**config.mk**
```make
export PLATFORM = sky130hd
export DESIGN_NAME = llki_discrete_initiator_flat
export DESIGN_NICKNAME = d
export VERILOG_FILES = /design/src/rtl/llki_discrete_initiator_if.sv /design/src/rtl/llki_discrete_initiator.sv /design/src/flat_wrapper.sv
export SDC_FILE = /design/constraint.sdc
export NUM_CORES = 1
export LEC_CHECK = 0
export BUFFER_PORTS_ARGS = -buffer_cell sky130_fd_sc_hd__buf_4
export CAP_MARGIN = 40
export CORE_ASPECT_RATIO = 1.75
export CORE_MARGIN = 4
export CORE_UTILIZATION = 54
export CTS_BUF_LIST = sky130_fd_sc_hd__clkbuf_4
export DETAILED_ROUTE_END_ITERATION = 8
export GPL_TIMING_DRIVEN = 0
export PLACE_DENSITY = 0.84
export REMOVE_ABC_BUFFERS = 1
export SLEW_MARGIN = 0
export SYNTH_ARGS = -nofsm -noshare
export SYNTH_HDL_FRONTEND = slang
export SYNTH_SLANG_ARGS = --single-unit
```
**constraint.sdc**
```tcl
create_clock -name clk -period 6 [get_ports clk]
set_input_delay 0.6 -clock clk [delete_from_list [all_inputs] [get_ports clk]]
set_output_delay 0.6 -clock clk [all_outputs]
set_load 0.1 [all_outputs]
```
**src/rtl/llki_discrete_initiator_if.sv**
```systemverilog
// LLKI discrete initiator bundle: command/response, key RAM read port and
// the discrete key-load interface towards the mock-TSS receiver.
interface llki_discrete_initiator_if #(
  parameter int unsigned ADDR_W = 8
);

  // Command from the LLKI protocol processor
  logic              cmd_valid;
  logic              cmd_ready;
  logic [1:0]        cmd_op;
  logic [ADDR_W-1:0] cmd_addr;
  logic [7:0]        cmd_num_words;

  // Synchronous key RAM read port
  logic              key_rd_en;
  logic [ADDR_W-1:0] key_rd_addr;
  logic [63:0]       key_rd_data;

  // Discrete key-load interface
  logic [63:0]       llkid_key_data;
  logic              llkid_key_valid;
  logic              llkid_key_ready;
  logic              llkid_key_complete;
  logic              llkid_clear_key;
  logic              llkid_clear_key_ack;

  // Per-command status response
  logic              rsp_valid;
  logic [1:0]        rsp_status;
  logic [7:0]        rsp_words_sent;

  // Initiator side (the design)
  modport master (
    input  cmd_valid,
    input  cmd_op,
    input  cmd_addr,
    input  cmd_num_words,
    input  key_rd_data,
    input  llkid_key_ready,
    input  llkid_key_complete,
    input  llkid_clear_key_ack,
    output cmd_ready,
    output key_rd_en,
    output key_rd_addr,
    output llkid_key_data,
    output llkid_key_valid,
    output llkid_clear_key,
    output rsp_valid,
    output rsp_status,
    output rsp_words_sent
  );

  // Environment side: processor, key RAM and receiver
  modport slave (
    output cmd_valid,
    output cmd_op,
    output cmd_addr,
    output cmd_num_words,
    output key_rd_data,
    output llkid_key_ready,
    output llkid_key_complete,
    output llkid_clear_key_ack,
    input  cmd_ready,
    input  key_rd_en,
    input  key_rd_addr,
    input  llkid_key_data,
    input  llkid_key_valid,
    input  llkid_clear_key,
    input  rsp_valid,
    input  rsp_status,
    input  rsp_words_sent
  );

endinterface

```
**src/rtl/llki_discrete_initiator.sv**
```systemverilog
// LLKI discrete initiator: executes load-key / clear-key commands against a
// mock-TSS key-load port. Load streams words fetched from a synchronous key
// RAM (one fetch, one capture, one send state per word) and then waits for
// the receiver's complete flag. Every handshake wait is bounded by
// TIMEOUT_CYCLES. Exactly one response is produced per accepted command.
module llki_discrete_initiator #(
  parameter int unsigned ADDR_W         = 8,
  parameter int unsigned TIMEOUT_CYCLES = 1024
) (
  input logic                       clk,
  input logic                       rst,
  llki_discrete_initiator_if.master bus_io
);

  // FSM encoding
  localparam logic [2:0] StIdle    = 3'd0;
  localparam logic [2:0] StFetch   = 3'd1;
  localparam logic [2:0] StLoad    = 3'd2;
  localparam logic [2:0] StSend    = 3'd3;
  localparam logic [2:0] StWaitCpl = 3'd4;
  localparam logic [2:0] StClear   = 3'd5;
  localparam logic [2:0] StResp    = 3'd6;

  // Command opcodes
  localparam logic [1:0] OpLoad  = 2'd1;
  localparam logic [1:0] OpClear = 2'd2;

  // Response status codes
  localparam logic [1:0] StatOk      = 2'd0;
  localparam logic [1:0] StatTimeout = 2'd1;
  localparam logic [1:0] StatBadLen  = 2'd2;
  localparam logic [1:0] StatBadOp   = 2'd3;

  // The wait counter only has to reach TIMEOUT_CYCLES-1: the cycle holding
  // that value is the last waiting cycle allowed.
  localparam int unsigned       WaitW    = $clog2(TIMEOUT_CYCLES + 1);
  localparam logic [WaitW-1:0]  WaitLast = WaitW'(TIMEOUT_CYCLES - 1);

  logic [2:0]        state_q, state_d;
  logic [ADDR_W-1:0] base_q, base_d;
  logic [7:0]        num_q, num_d;
  logic [7:0]        cnt_q, cnt_d;
  logic [WaitW-1:0]  wait_q, wait_d;
  logic [1:0]        stat_q, stat_d;
  logic [63:0]       data_q, data_d;
  logic              valid_q, valid_d;
  logic              clear_q, clear_d;
  logic              rsp_valid_q, rsp_valid_d;
  logic [1:0]        rsp_status_q, rsp_status_d;
  logic [7:0]        rsp_words_q, rsp_words_d;

  logic              op_legal;
  logic              wait_expired;
  logic [7:0]        cnt_inc;

  assign op_legal     = (bus_io.cmd_op == OpLoad) || (bus_io.cmd_op == OpClear);
  assign wait_expired = (wait_q == WaitLast);
  assign cnt_inc      = cnt_q + 8'd1;

  // Next-state logic for the command sequencer and all registered outputs
  always_comb begin
    state_d      = state_q;
    base_d       = base_q;
    num_d        = num_q;
    cnt_d        = cnt_q;
    wait_d       = '0;
    stat_d       = stat_q;
    data_d       = data_q;
    valid_d      = valid_q;
    clear_d      = clear_q;
    rsp_valid_d  = 1'b0;
    rsp_status_d = rsp_status_q;
    rsp_words_d  = rsp_words_q;

    case (state_q)
      StIdle: begin
        if (bus_io.cmd_valid) begin
          base_d = bus_io.cmd_addr;
          num_d  = bus_io.cmd_num_words;
          cnt_d  = '0;
          if (!op_legal) begin
            stat_d  = StatBadOp;
            state_d = StResp;
          end else if (bus_io.cmd_op == OpLoad) begin
            if (bus_io.cmd_num_words == 8'd0) begin
              stat_d  = StatBadLen;
              state_d = StResp;
            end else begin
              state_d = StFetch;
            end
          end else begin
            clear_d = 1'b1;
            state_d = StClear;
          end
        end
      end

      // Read address is driven combinationally in this state
      StFetch: begin
        if (bus_io.llkid_key_complete) begin
          stat_d  = StatBadLen;
          state_d = StResp;
        end else begin
          state_d = StLoad;
        end
      end

      // RAM data is valid now; capture it into the output word
      StLoad: begin
        if (bus_io.llkid_key_complete) begin
          stat_d  = StatBadLen;
          state_d = StResp;
        end else begin
          data_d  = bus_io.key_rd_data;
          valid_d = 1'b1;
          state_d = StSend;
        end
      end

      StSend: begin
        if (bus_io.llkid_key_ready) begin
          cnt_d   = cnt_inc;
          valid_d = 1'b0;
          if (cnt_inc == num_q) begin
            // Complete together with the last word is a clean finish
            if (bus_io.llkid_key_complete) begin
              stat_d  = StatOk;
              state_d = StResp;
            end else begin
              state_d = StWaitCpl;
            end
          end else if (bus_io.llkid_key_complete) begin
            stat_d  = StatBadLen;
            state_d = StResp;
          end else begin
            state_d = StFetch;
          end
        end else if (bus_io.llkid_key_complete) begin
          valid_d = 1'b0;
          stat_d  = StatBadLen;
          state_d = StResp;
        end else if (wait_expired) begin
          valid_d = 1'b0;
          stat_d  = StatTimeout;
          state_d = StResp;
        end else begin
          wait_d = wait_q + 1'b1;
        end
      end

      StWaitCpl: begin
        if (bus_io.llkid_key_complete) begin
          stat_d  = StatOk;
          state_d = StResp;
        end else if (wait_expired) begin
          stat_d  = StatTimeout;
          state_d = StResp;
        end else begin
          wait_d = wait_q + 1'b1;
        end
      end

      // cnt_q stays zero for a clear, so words_sent reports 0
      StClear: begin
        if (bus_io.llkid_clear_key_ack) begin
          clear_d = 1'b0;
          stat_d  = StatOk;
          state_d = StResp;
        end else if (wait_expired) begin
          clear_d = 1'b0;
          stat_d  = StatTimeout;
          state_d = StResp;
        end else begin
          wait_d = wait_q + 1'b1;
        end
      end

      StResp: begin
        rsp_valid_d  = 1'b1;
        rsp_status_d = stat_q;
        rsp_words_d  = cnt_q;
        state_d      = StIdle;
      end

      default: begin
        valid_d = 1'b0;
        clear_d = 1'b0;
        state_d = StIdle;
      end
    endcase
  end

  // State and output registers; reset drops valid/clear with no response
  always_ff @(posedge clk or posedge rst) begin
    if (rst) begin
      state_q      <= StIdle;
      base_q       <= '0;
      num_q        <= '0;
      cnt_q        <= '0;
      wait_q       <= '0;
      stat_q       <= StatOk;
      data_q       <= '0;
      valid_q      <= 1'b0;
      clear_q      <= 1'b0;
      rsp_valid_q  <= 1'b0;
      rsp_status_q <= StatOk;
      rsp_words_q  <= '0;
    end else begin
      state_q      <= state_d;
      base_q       <= base_d;
      num_q        <= num_d;
      cnt_q        <= cnt_d;
      wait_q       <= wait_d;
      stat_q       <= stat_d;
      data_q       <= data_d;
      valid_q      <= valid_d;
      clear_q      <= clear_d;
      rsp_valid_q  <= rsp_valid_d;
      rsp_status_q <= rsp_status_d;
      rsp_words_q  <= rsp_words_d;
    end
  end

  // Output decode; the read address wraps modulo 2^ADDR_W
  always_comb begin
    bus_io.cmd_ready       = (state_q == StIdle);
    bus_io.key_rd_en       = (state_q == StFetch);
    bus_io.key_rd_addr     = (state_q == StFetch) ? base_q + ADDR_W'(cnt_q) : '0;
    bus_io.llkid_key_data  = data_q;
    bus_io.llkid_key_valid = valid_q;
    bus_io.llkid_clear_key = clear_q;
    bus_io.rsp_valid       = rsp_valid_q;
    bus_io.rsp_status      = rsp_status_q;
    bus_io.rsp_words_sent  = rsp_words_q;
  end

endmodule

```
**src/flat_wrapper.sv**
```systemverilog
// flat-port wrapper written by rule: the top's interface ports become plain ports
module llki_discrete_initiator_flat 
#(
  parameter int unsigned ADDR_W         = 8,
  parameter int unsigned TIMEOUT_CYCLES = 1024
)
  (clk, rst, bus_io_cmd_valid, bus_io_cmd_op, bus_io_cmd_addr, bus_io_cmd_num_words, bus_io_key_rd_data, bus_io_llkid_key_ready, bus_io_llkid_key_complete, bus_io_llkid_clear_key_ack, bus_io_cmd_ready, bus_io_key_rd_en, bus_io_key_rd_addr, bus_io_llkid_key_data, bus_io_llkid_key_valid, bus_io_llkid_clear_key, bus_io_rsp_valid, bus_io_rsp_status, bus_io_rsp_words_sent);
  llki_discrete_initiator_if #(.ADDR_W(ADDR_W)) bus_io_i ();
  input logic clk;
  input logic rst;
  input wire logic [$bits(bus_io_i.cmd_valid)-1:0] bus_io_cmd_valid;
  input wire logic [$bits(bus_io_i.cmd_op)-1:0] bus_io_cmd_op;
  input wire logic [$bits(bus_io_i.cmd_addr)-1:0] bus_io_cmd_addr;
  input wire logic [$bits(bus_io_i.cmd_num_words)-1:0] bus_io_cmd_num_words;
  input wire logic [$bits(bus_io_i.key_rd_data)-1:0] bus_io_key_rd_data;
  input wire logic [$bits(bus_io_i.llkid_key_ready)-1:0] bus_io_llkid_key_ready;
  input wire logic [$bits(bus_io_i.llkid_key_complete)-1:0] bus_io_llkid_key_complete;
  input wire logic [$bits(bus_io_i.llkid_clear_key_ack)-1:0] bus_io_llkid_clear_key_ack;
  output wire logic [$bits(bus_io_i.cmd_ready)-1:0] bus_io_cmd_ready;
  output wire logic [$bits(bus_io_i.key_rd_en)-1:0] bus_io_key_rd_en;
  output wire logic [$bits(bus_io_i.key_rd_addr)-1:0] bus_io_key_rd_addr;
  output wire logic [$bits(bus_io_i.llkid_key_data)-1:0] bus_io_llkid_key_data;
  output wire logic [$bits(bus_io_i.llkid_key_valid)-1:0] bus_io_llkid_key_valid;
  output wire logic [$bits(bus_io_i.llkid_clear_key)-1:0] bus_io_llkid_clear_key;
  output wire logic [$bits(bus_io_i.rsp_valid)-1:0] bus_io_rsp_valid;
  output wire logic [$bits(bus_io_i.rsp_status)-1:0] bus_io_rsp_status;
  output wire logic [$bits(bus_io_i.rsp_words_sent)-1:0] bus_io_rsp_words_sent;
  assign bus_io_i.cmd_valid = bus_io_cmd_valid;
  assign bus_io_i.cmd_op = bus_io_cmd_op;
  assign bus_io_i.cmd_addr = bus_io_cmd_addr;
  assign bus_io_i.cmd_num_words = bus_io_cmd_num_words;
  assign bus_io_i.key_rd_data = bus_io_key_rd_data;
  assign bus_io_i.llkid_key_ready = bus_io_llkid_key_ready;
  assign bus_io_i.llkid_key_complete = bus_io_llkid_key_complete;
  assign bus_io_i.llkid_clear_key_ack = bus_io_llkid_clear_key_ack;
  assign bus_io_cmd_ready = bus_io_i.cmd_ready;
  assign bus_io_key_rd_en = bus_io_i.key_rd_en;
  assign bus_io_key_rd_addr = bus_io_i.key_rd_addr;
  assign bus_io_llkid_key_data = bus_io_i.llkid_key_data;
  assign bus_io_llkid_key_valid = bus_io_i.llkid_key_valid;
  assign bus_io_llkid_clear_key = bus_io_i.llkid_clear_key;
  assign bus_io_rsp_valid = bus_io_i.rsp_valid;
  assign bus_io_rsp_status = bus_io_i.rsp_status;
  assign bus_io_rsp_words_sent = bus_io_i.rsp_words_sent;
  llki_discrete_initiator #(.ADDR_W(ADDR_W), .TIMEOUT_CYCLES(TIMEOUT_CYCLES)) u_core (.clk(clk), .rst(rst), .bus_io(bus_io_i));
endmodule
```
==> summary.txt <==
Run status
  • Run status: finished, final reports clean

Worst setup path
  • Reg2Reg Capture Point: u_core.state_q[0]
  • Kind of critical path: reg -> out
  • Worst-case reg-to-reg path depth: 7
  • Cell mode on critical path: o21a_1
  • Critical path buffers and inverters: 1
  • Largest fanout on the critical path: 9
  • Worst R2R Start: u_core.cnt_q[0]
  • Register-to-register setup slack: between 3 and 4 ns
  • Type of destination of the critical path: output port
  • Arr. time, crit path: 3.18 ns
  • Delay-heaviest family, CP: compound AO/OA/AOI/OAI gates
  • Req. time, crit path: 5.40 ns
  • Slowest cell on the critical path: dfrtp_1
  • Startpoint type of the worst setup path: flop
  • Series of cell instances along the critical path: ha_1 > a21o_1 > a21oi_1 > o21bai_1 > a2111oi_0 > o21a_1 > o21a_1 > buf_4
  • Largest stage delay, worst path: approximately 0.6 ns

Clock tree
  • CTS tree: done
  • Total clock sinks: approximately 120
  • Max Buffers Root-to-Sink: 2
  • Clock-pin slew of the registers on the worst-case setup and hold paths: 0.12 ns
  • H-tree level count: 4
  • Clk Tree Root Cell: clkbuf_4
  • Count of instances resized after the clock tree is built: 0
  • Number of buffers inserted by post-CTS setup repair: 0
  • Cts bufs inserted: 17
  • Count of hold buffers inserted by post-cts repair: 0
  • Clock Latency Late Sink: roughly 0.53 ns

Timing
  • Worst-margin pin slew: about 0.8 ns
  • Setup total negative slack: 0 ns
  • Final max-slew violation count: 0
  • Headroom to the max-slew limit: between 40% and 50%
  • Fin. Hold Viols: 0
  • Final-report setup violation count: 0
  • Maximum achievable frequency: between 200 and 300 MHz
  • Fin crit period: about 3.8 ns
  • Worst Skew: roughly 0.016 ns
  • Fin crit share: 62.9%
  • Unrepaired setup endpoints after global routing: false

Global routing
  • Most congested layer reported by global routing: met2
  • First-pass GRT wire length: ~23000 µm
  • Maximum number of pins on one net before global-route repair: 70
  • Number of global-route vias before repair: 4716
  • Initial antenna violation count: 1
  • GR Util All Layers: between 20% and 30%
  • Remaining Overflow, GRT: 0
  • GR Util met2: approximately 48%
  • Met1 track utilization from global routing: between 20% and 30%
  • Global Route met3 Usage: between 6 and 7%

Final layout
  • Post-Layout Inst Area: between 0.007 and 0.008 mm²
  • Final #Nets: ~750
  • Final core utilization: roughly 73%
  • Share of cells above drive strength 1: 47.3%
  • Post-Layout Cell Count: around 800
  • Area Growth Syn to Fin: 32.6%

Yosys
  • Fraction of the yosys area taken by sequential cells: 53.3%
  • Fraction of registers with async set or reset after synthesis: 100%
  • Most used flip-flop cell after synthesis: dfrtp_1
  • Yosys warns: 0
  • Top cells by count, synth: 117 x dfrtp_1, 88 x mux2_2, 36 x nor2_1
  • Number of enable-type register cells in the synthesized netlist: 0
  • Number of instances in the synthesized netlist: around 460
  • Mapped Area: 0.00549 mm²
  • Top cell type's share of synthesized area: a little over half
  • Number of distinct library cells after synthesis: 59
  • Yosys top cell by area: dfrtp_1
  • Number of storage elements in the synthesis netlist: 117
  • Top cells by area, synth: dfrtp_1 53%, mux2_2 18%, ha_1 2.5%, nor2_1 2.5%, xnor2_1 2.2%
  • Avg Synthesized Cell Area: 11.8 µm²
  • Most used standard cell by instance count after synthesis: dfrtp_1

Die
  • Number of cell rows: 48
  • Core Area: between 0.009 and 0.01 mm²
  • Initial standard-cell utilization of the core: between 50% and 60%
  • Floorplan die area: around 0.012 mm²
  • Chip Height: approximately 140 µm
  • Top Ports: ~180
  • Die width: 84.2 µm

Hold path
  • Path class of the lowest-slack min-delay path: in -> async

Drt
  • Final ANT Viol Nets: 0
  • Vias per cell: 5.54
  • Initial DRC count: 223
  • Via Count: approximately 4400
  • DRT Wirelength: between 10000 and 15000 µm
  • 1st-pass router iterations: 4
  • Average detailed-routed wire length per instance: between 15 and 20 µm
  • Number of DRC violations after detailed routing: 0

Placement
  • Total cell area at the placement stage: slightly below 0.007 mm²
  • Final RePlAce weighted congestion: between 0.8 and 0.9
  • DP HPWL: ~12000 µm
  • Number of cells in the design after placement: 752
  • Total of buffers placed on input and output ports: 174

Flow run
  • Max Cap Viol: 0
[worst max path at each step]
| stage | startpoint | end | slack (ns) | cells after the start |
|---|---|---|---|---|
| 6_report | u_core.cnt_q[1] | bus_io_key_rd_addr[7] | 2.22 | 8 |
| 5_1_grt | u_core.cnt_q[1] | bus_io_key_rd_addr[7] | 2.01 | 8 |
| 4_1_cts | u_core.cnt_q[1] | bus_io_key_rd_addr[7] | 2.16 | 8 |
| 3_5_place_dp | u_core.cnt_q[1] | bus_io_key_rd_addr[7] | 2.79 | 8 |
| 3_3_place_gp | bus_io_llkid_key_complete | u_core.bus_io.llkid_key_data[31] | -1.47 | 3 |
| 2_1_floorplan | u_core.state_q[2] | u_core.bus_io.llkid_key_data[0] | 0.21 | 3 |
[flip-flops by register name, indices dropped and copies added (netlist names)]
name,cells
u_core.num_q,8
u_core.bus_io.rsp_words_sent,8
u_core.stat_q,2
u_core.wait_q,11
u_core.bus_io.llkid_key_data,64
u_core.bus_io.rsp_status,2
u_core.bus_io.llkid_key_valid,1
u_core.state_q,3
u_core.base_q,8
u_core.bus_io.rsp_valid,1
u_core.bus_io.llkid_clear_key,1
u_core.cnt_q,8
[through the flow]
step	worst slack [ns]	hold WS, ns
after global placement	-1.47	0.443
after global routing	2.01	0.161
final	2.22	0.149
after detailed placement	2.79	0.450
after CTS	2.16	0.135
after floorplan	0.207	0.433
[final cells by class]
type / instances / area, µm²
fillers: 695 / 2630
multi-input cells: 312 / 2420
repair buffers: 181 / 1380
diodes: 1 / 2.50
clock buffers: 19 / 143
inverters: 17 / 66.3
clock inverters: 13 / 181
well taps: 125 / 156
flip-flops and latches: 117 / 2930
[layer usage]
metal  part of all wire (%)  vias up
met5                      0        -
met4                    3.8        0
met3                    5.5       35
met2                     57      178
met1                     33     2109
li1                       -     2028
[cell usage in the layout (no fill, tap or decap), types with 2 or more instances in the layout]
cell type	instances
buf_4	180
dfrtp_1	117
mux2_2	88
nor2_1	36
o21ai_0	23
a21oi_1	20
nand2_1	19
clkbuf_4	19
inv_1	15
xnor2_1	14
nand3_1	12
ha_1	11
o31ai_1	8
xor2_1	8
nand4_1	4
nor3_1	4
and2_1	4
bufinv_16	4
nand2b_1	3
clkinv_1	3
nor2b_1	3
or2_2	3
a21o_1	3
o21bai_1	3
a31oi_1	3
nor4_1	3
clkinvlp_4	3
or3_1	2
mux2i_1	2
a22oi_1	2
o21a_1	2
o211ai_1	2
maj3_1	2
and3_1	2
clkinv_4	2
[cell families (layout without fill, tap and decap cells)]
kind of cell | Yosys count | in the layout | synth area share, %
simple gates | 107 | 107 | 9.75
mux | 90 | 90 | 18.4
buf+inv | 35 | 230 | 2.64
xor+xnor | 23 | 23 | 3.80
flops | 117 | 117 | 53.3
other cells | 0 | 1 | 0
compound gates | 78 | 78 | 8.86
fa+ha+maj | 14 | 14 | 3.23
Power is not shown: default switching activity piles up to over one toggle a cycle in this logic, so the estimate is an artifact.
